<file path="src/rtl/piano_note_arbiter.sv">
// ============================================================================
// Module   : piano_note_arbiter
// Shares one tone generator between the live keyboard and the song players,
// with a forced silent gap on every change of source.
// Revision : 1.0  initial release
// ============================================================================
`default_nettype none

module piano_note_arbiter #(
    parameter int unsigned NUM_SONGS       = 4,
    parameter int unsigned SEL_W           = 2,
    parameter int unsigned KEY_W           = 4,
    parameter int unsigned GAP_CYCLES      = 1000000,
    parameter int unsigned MAX_PLAY_CYCLES = 32'd1300000000
) (
    input  logic                       clk,
    input  logic                       rst,
    input  logic                       live_on,
    input  logic [KEY_W-1:0]           live_key,
    input  logic [NUM_SONGS-1:0]       song_on,
    input  logic [NUM_SONGS*KEY_W-1:0] song_key,
    input  logic [SEL_W-1:0]           song_sel,
    input  logic                       play_req,
    input  logic                       stop_req,
    output logic [NUM_SONGS-1:0]       player_rst,
    output logic                       key_on,
    output logic [KEY_W-1:0]           key,
    output logic [1:0]                 src,
    output logic                       busy
);

    localparam logic [1:0] c_st_idle = 2'd0;
    localparam logic [1:0] c_st_live = 2'd1;
    localparam logic [1:0] c_st_song = 2'd2;
    localparam logic [1:0] c_st_gap  = 2'd3;

    logic [1:0]           state_q, state_d;
    logic [SEL_W-1:0]     cur_sel_q, cur_sel_d;
    logic                 pending_q, pending_d;
    logic [31:0]          play_cnt_q, play_cnt_d;
    logic [31:0]          gap_cnt_q, gap_cnt_d;
    logic [NUM_SONGS-1:0] player_rst_q, player_rst_d;
    logic                 key_on_q, key_on_d;
    logic [KEY_W-1:0]     key_q, key_d;
    logic                 busy_q, busy_d;

    logic                 w_play_ok;
    logic                 w_sel_on;
    logic [KEY_W-1:0]     w_sel_key;

    // A stop in the same cycle cancels any play request.
    assign w_play_ok = play_req && !stop_req && (32'(song_sel) < NUM_SONGS);

    // State register
    always_ff @(posedge clk or posedge rst) begin
        if (rst) begin
            state_q      <= c_st_idle;
            cur_sel_q    <= '0;
            pending_q    <= 1'b0;
            play_cnt_q   <= '0;
            gap_cnt_q    <= '0;
            player_rst_q <= '1;
            key_on_q     <= 1'b0;
            key_q        <= '0;
            busy_q       <= 1'b0;
        end else begin
            state_q      <= state_d;
            cur_sel_q    <= cur_sel_d;
            pending_q    <= pending_d;
            play_cnt_q   <= play_cnt_d;
            gap_cnt_q    <= gap_cnt_d;
            player_rst_q <= player_rst_d;
            key_on_q     <= key_on_d;
            key_q        <= key_d;
            busy_q       <= busy_d;
        end
    end

    // Next-state logic
    always_comb begin
        state_d    = state_q;
        cur_sel_d  = cur_sel_q;
        pending_d  = pending_q;
        play_cnt_d = '0;
        gap_cnt_d  = '0;
        case (state_q)
            c_st_idle: begin
                if (live_on) begin
                    state_d = c_st_live;
                end else if (w_play_ok) begin
                    cur_sel_d = song_sel;
                    state_d   = c_st_song;
                end
            end
            c_st_live: begin
                if (stop_req) begin
                    pending_d = 1'b0;
                end else if (w_play_ok) begin
                    cur_sel_d = song_sel;
                    pending_d = 1'b1;
                end
                if (!live_on) begin
                    state_d = c_st_gap;
                end
            end
            c_st_song: begin
                if (live_on || stop_req || (play_cnt_q == MAX_PLAY_CYCLES - 1)) begin
                    pending_d = 1'b0;
                    state_d   = c_st_gap;
                end else if (w_play_ok) begin
                    cur_sel_d = song_sel;
                    pending_d = 1'b1;
                    state_d   = c_st_gap;
                end else begin
                    play_cnt_d = play_cnt_q + 32'd1;
                end
            end
            default: begin
                if (stop_req) begin
                    pending_d = 1'b0;
                end else if (w_play_ok) begin
                    cur_sel_d = song_sel;
                    pending_d = 1'b1;
                end
                if (gap_cnt_q == GAP_CYCLES - 1) begin
                    if (live_on) begin
                        state_d = c_st_live;
                    end else if (pending_d) begin
                        pending_d = 1'b0;
                        state_d   = c_st_song;
                    end else begin
                        state_d = c_st_idle;
                    end
                end else begin
                    gap_cnt_d = gap_cnt_q + 32'd1;
                end
            end
        endcase
    end

    // Outputs are registered from the next state, giving one cycle of latency.
    always_comb begin
        w_sel_on  = 1'b0;
        w_sel_key = '0;
        for (int i = 0; i < NUM_SONGS; i++) begin
            if (cur_sel_d == SEL_W'(i)) begin
                w_sel_on  = song_on[i];
                w_sel_key = song_key[i*KEY_W +: KEY_W];
            end
        end

        player_rst_d = '1;
        key_on_d     = 1'b0;
        key_d        = key_q;
        busy_d       = (state_d != c_st_idle);
        case (state_d)
            c_st_live: begin
                key_on_d = live_on;
                key_d    = live_key;
            end
            c_st_song: begin
                key_on_d = w_sel_on;
                key_d    = w_sel_key;
                for (int i = 0; i < NUM_SONGS; i++) begin
                    player_rst_d[i] = (cur_sel_d != SEL_W'(i));
                end
            end
            default: begin
                key_on_d = 1'b0;
            end
        endcase
    end

    assign player_rst = player_rst_q;
    assign key_on     = key_on_q;
    assign key        = key_q;
    assign src        = state_q;
    assign busy       = busy_q;

endmodule

`default_nettype wire

</file>
<file path="config.mk">
export PLATFORM = sky130hd
export DESIGN_NAME = piano_note_arbiter
export DESIGN_NICKNAME = d
export VERILOG_FILES = /design/src/rtl/piano_note_arbiter.sv
export SDC_FILE = /design/constraint.sdc
export NUM_CORES = 1
export LEC_CHECK = 0
export BUFFER_PORTS_ARGS = -buffer_cell sky130_fd_sc_hd__buf_2
export CAP_MARGIN = 10
export CELL_PAD_IN_SITES_DETAIL_PLACEMENT = 1
export CELL_PAD_IN_SITES_GLOBAL_PLACEMENT = 1
export CORE_AREA = 2 2 122 124
export CTS_BUF_LIST = sky130_fd_sc_hd__clkbuf_8
export DETAILED_ROUTE_END_ITERATION = 10
export DIE_AREA = 0 0 124 126
export PLACE_DENSITY_LB_ADDON = 0.1
export SLEW_MARGIN = 20
export SYNTH_ARGS = -nofsm -noshare
export SYNTH_HDL_FRONTEND = slang
export SYNTH_SLANG_ARGS = --single-unit
</file>
<file path="constraint.sdc">
create_clock -name clk -period 7.3 [get_ports clk]
set_input_delay 0.365 -clock clk [delete_from_list [all_inputs] [get_ports clk]]
set_output_delay 0.365 -clock clk [all_outputs]
set_load 0.05 [all_outputs]
</file>
# Word level (Yosys, flattened, before mapping)
# Cells that the tools add are included.
[totals]
out_inout_bits = 12
input_bits = 31
ff_bits = 79
wordCells = 70
[op_classes]
reduce_logical = 10
add_sub_neg = 2
n_eq_ne = 12
mux = 37
[op_table]
columns = ["operator", "n"]
rows = [
  ["$mux W32", 5],
  ["$add A32 B1 Y32 const B", 2],
  ["$eq A32 B20 Y1 const B", 1],
  ["$eq A32 B31 Y1 const B", 1],
  ["$mux W2", 12],
  ["$mux W4", 5],
  ["$mux W1", 10],
  ["$eq A2 B2 Y1 const B", 4],
  ["$pmux W4 S2", 1],
  ["$eq A2 B1 Y1 const B", 3],
  ["$pmux W2 S3", 1],
  ["$reduce_bool A2 Y1", 3],
  ["$logic_not A2 Y1", 2],
  ["$ne A2 B2 Y1 const B", 2],
  ["$pmux W2 S2", 1],
  ["$pmux W1 S3", 1],
  ["$reduce_or A3 Y1", 1],
  ["$logic_or A1 B1 Y1", 2],
  ["$ne A2 B1 Y1 const B", 1],
  ["$pmux W1 S2", 1],
  ["$logic_and A1 B1 Y1", 1],
  ["$logic_not A1 Y1", 1],
]

# Longest topological paths before layout
[depth]
word_depth = 11
depth_mapped = 15
mapped_depth_nobuf = 14

# Least setup slack after synthesis
# No wires, ideal clock.
[synth_path]
path_type = "register to register"
from = "reg gap_cnt_q[6]"
to = "reg key_q[0] (netlist: key[0])"
setup_ps = 121
path_buffers = 2
arrival_time_ps = 3089
path_slack_ps = 4091
stages_incl_launch_ff = 15
required_time_ps = 7179
cell_sequence = "dfrtp_1 or4_1 nor2_1 nand2_1 or3_1 clkbuf_1 nor4_1 a21oi_1 a22o_1 ha_1 buf_1 a21boi_0 and2_1 a31oi_1 o211a_1"
[synth_via]
elab_chain_len = 5
[synth_rtl]
columns = ["item", "line", "text"]
rows = [
  ["start, declared", "41", "logic [31:0] gap_cnt_q, gap_cnt_d;"],
  ["start signal, assigned", "71", "gap_cnt_q <= gap_cnt_d;"],
  ["$eq A32 B20 Y1 *", "125", "if (gap_cnt_q == GAP_CYCLES - 1) begin"],
  ["$mux W2 *", "125", ""],
  ["$pmux W2 S3 *", "86", "case (state_q)"],
  ["$eq A2 B2 Y1 or $eq A2 B1 Y1 (tied branches)", "156", "case (state_d)"],
  ["$pmux W4 S2 or $reduce_bool A2 Y1 (tied branches)", "-", ""],
  ["end signal, assigned", "74", "key_q <= key_d;"],
  ["end, declared", "44", "logic [KEY_W-1:0] key_q, key_d;"],
]
# Mark *: on every way between the ends. The rest lies on a longest branch, timed or not.
# A chain may end at the register's enable or synchronous reset.

# Final worst setup path
[layout_path]
from = "reg gap_cnt_q[0]"
to = "reg key_q[3] (netlist: key[3])"
# Same word-level chain as after synthesis.

==> flow_summary.yaml <==
global_route:
  grt_pass1_wl_um: 17600
  globalRouteTotalUtil_pct: 14.3
  overflow: 0
  grt_pass1_vias: 3581
  grt_max_degree: 80
  antenna_found_initial: 0
worst_setup_path:
  reg2reg_slack_ns: 3.88
  worst-path-max-fanout: 10
  cp-start-kind: "register"
  r2r_end: "key[3]"
  critical_path.max_stage_delay_ns: 0.49
  cp_common_cell: "ha_1"
  required_ns: 7.56
  crit_family: "simple AND/OR/NAND/NOR gates"
  r2r_cells: 12
  worstSetupEndpointType: "register"
  path_class: "register to register"
  slowest_stage: "or3_1"
  cp-startpoint: "gap_cnt_q[0]"
  cp_data_arrival_time_ns: 3.68
  crit_buf_inv: 0
  r2r_start: "gap_cnt_q[0]"
  cp_cell_sequence: "ha_1 > nand3_1 > or2_2 > or3_1 > nor4_1 > a21oi_1 > a22o_1 > ha_1 > a21boi_0 > and2_1 > a31oi_1 > o211a_1"
synth:
  synth_edf_count: 0
  yosysWarningCount: 0
  syn_area_um2: 4250
  yosys-top-cells-area: "dfrtp_1, xor2_1, nor2_1, xnor2_1, nand3_1"
  synth_commonest_cells: "nor2_1, dfrtp_1, xor2_1, nand2_1, nand3_1"
  avgSynthCellArea_um2: 9.50
  yosysMostFrequentCell: "nor2_1"
  netlist_instances: 447
  synth_ff_type: "dfrtp_1"
  ys_types: 50
  yosysTopAreaCell: "dfrtp_1"
  synth_seq_area_share_pct: 46.7
  synth_top_area_share_pct: 44.2
  synth_seq_cells: 79
  synth_async_sr_flop_share_pct: 100
  syn_nets: 487
detailed_routing:
  via_per_inst: 4.86
  wl_um: 10000
  vias: 3284
  drc: 0
  drtIter0Drc: 132
  antenna_left: 0
  wl_per_cell_um: 14.8
  drt_first_pass_iters: 6
place:
  port_buffers: 42
  dpl.hpwl_um: 6960
  gp_congestion: 0.741
pwr:
  p_leak_uw: 0.00207
  pwr_density_cell_nw_per_um2: 325
  ir_worst_vdd_mv: 0.175
timing:
  relSlewSlack_pct: 50.5
  fin_skew_ns: 0.0104
  hold_viol: 0
  setup_viol: 0
  finalCriticalPeriod_ns: 3.42
  tns_ns: 0
  rsz0062_at_grt: "false"
  holdWs_ns: 0.204
  post-route-period-util_pct: 46.9
  report.final.slew_viol_count: 0
  worstMarginPinSlew_ns: 0.742
  fmax_mhz: 292
floorplan:
  die_h_um: 126
  io_pins: 43
  dieArea_um2: 15600
  die_x_um: 124
  coreArea_um2: 14300
  start_util_pct: 29.7
  rows: 44
clock_tree:
  clk_pin_slew_ns: 0.09
  insertion_delay_ns: 0.36
  clock-sinks: 79
  clock_path_buffers: 2
  htreeDepth: 3
  post_cts_buffers: 0
  cts-root-buf: "clkbuf_8"
  cts_resized: 0
  cts_buffers: 9
  ctsHoldBuffers: 0
  cts_tree: "built"
min_path:
  worst_hold_path_type: "primary input to asynchronous set/reset pin"
layout:
  layout.nets: 527
  area_growth_pct: 14.3
  num_antenna_cells: 0
  utilization_pct: 33.9
  drive_above_1_share_pct: 15.9
job:
  maxCapViolCount: 0
run_status:
  status: "complete, no violations"
[routing by layer]
metal	vias to the layer above	track usage (%)	part of all wire (%)
met3	11	3.53	2.4
met2	33	22.8	47
met1	1635	19.2	49
met4	0	4.23	1.4
li1	1605	-	-
met5	-	0	0
[worst max-delay path by stage]
stage / endpoint / slack (ns) / depth (start not counted)
floorplan: key[0] / 4.09 / 14
global placement: key[1] / 4.02 / 12
detailed placement: key[2] / 3.87 / 12
CTS: key[2] / 3.86 / 12
global route: key[2] / 3.59 / 12
finish: key[3] / 3.88 / 12
[per-stage QoR]
step,cell area [um^2],total power [uW],std cells,setup WS [ns]
CTS,4850,1610,676,3.86
global route,4850,1710,676,3.59
global placement,4620,1200,660,4.02
finish,4850,1580,676,3.88
detailed placement,4620,1220,660,3.87
floorplan,4250,1080,447,4.09
[layout make-up]
| cell class | instances | area [um^2] |
|---|---|---|
| fillers | 1680 | 9460 |
| multi-input cells | 342 | 2150 |
| flip-flops and latches | 79 | 1980 |
| well taps | 184 | 230 |
| repair buffers | 43 | 221 |
| clock buffers | 11 | 151 |
| clock inverters | 5 | 72.6 |
| inverters | 12 | 48.8 |
[worst register-to-register path, cell delays in order (launching register included)]
cell and delay [ns]:
dfrtp_1 0.39, ha_1 0.19, nand3_1 0.14, or2_2 0.34
or3_1 0.49, nor4_1 0.27, a21oi_1 0.07, a22o_1 0.23
ha_1 0.48, a21boi_0 0.35, and2_1 0.18, a31oi_1 0.04
o211a_1 0.12
[cell usage in the layout, fill, tap and decap left out, types with 3 or more instances in the layout]
| cell type | n |
|---|---|
| a21boi_0 | 4 |
| and4_1 | 5 |
| mux2i_1 | 11 |
| o211a_1 | 4 |
| nor3_1 | 8 |
| clkbuf_8 | 11 |
| nand4_1 | 13 |
| dfrtp_1 | 75 |
| o21ai_0 | 6 |
| dfstp_2 | 4 |
| or3_1 | 4 |
| inv_1 | 10 |
| xor2_1 | 36 |
| xnor2_1 | 20 |
| buf_2 | 42 |
| and3_1 | 13 |
| nor2_1 | 82 |
| nand2_1 | 33 |
| a31oi_1 | 5 |
| nand3_1 | 30 |
| nor4_1 | 4 |
| ha_1 | 9 |
| a21oi_1 | 8 |
| nor4b_1 | 3 |
| and2_1 | 10 |
| mux2_2 | 4 |
| nor2b_1 | 5 |
[sequential cells by signal, indices dropped and copies added (netlist names)]
signal / flops
busy: 1
gap_cnt_q: 32
src: 2
play_cnt_q: 32
pending_q: 1
player_rst: 4
cur_sel_q: 2
key: 4
key_on: 1
[where the power goes]
part / total, uW / switching (uW) / internal (uW)
registers: 522 / 32.8 / 489
logic: 678 / 433 / 245
clock network: 378 / 169 / 209
[logic make-up after synthesis]
family	after synthesis	synth area share (%)
fa+ha+maj	9	2.65
buf+inv	26	2.86
mux	15	3.65
flops	79	46.7
simple gates	226	26.6
xor+xnor	56	11.5
compound gates	36	5.98
Note: power is estimated with default switching activity, not from simulation.
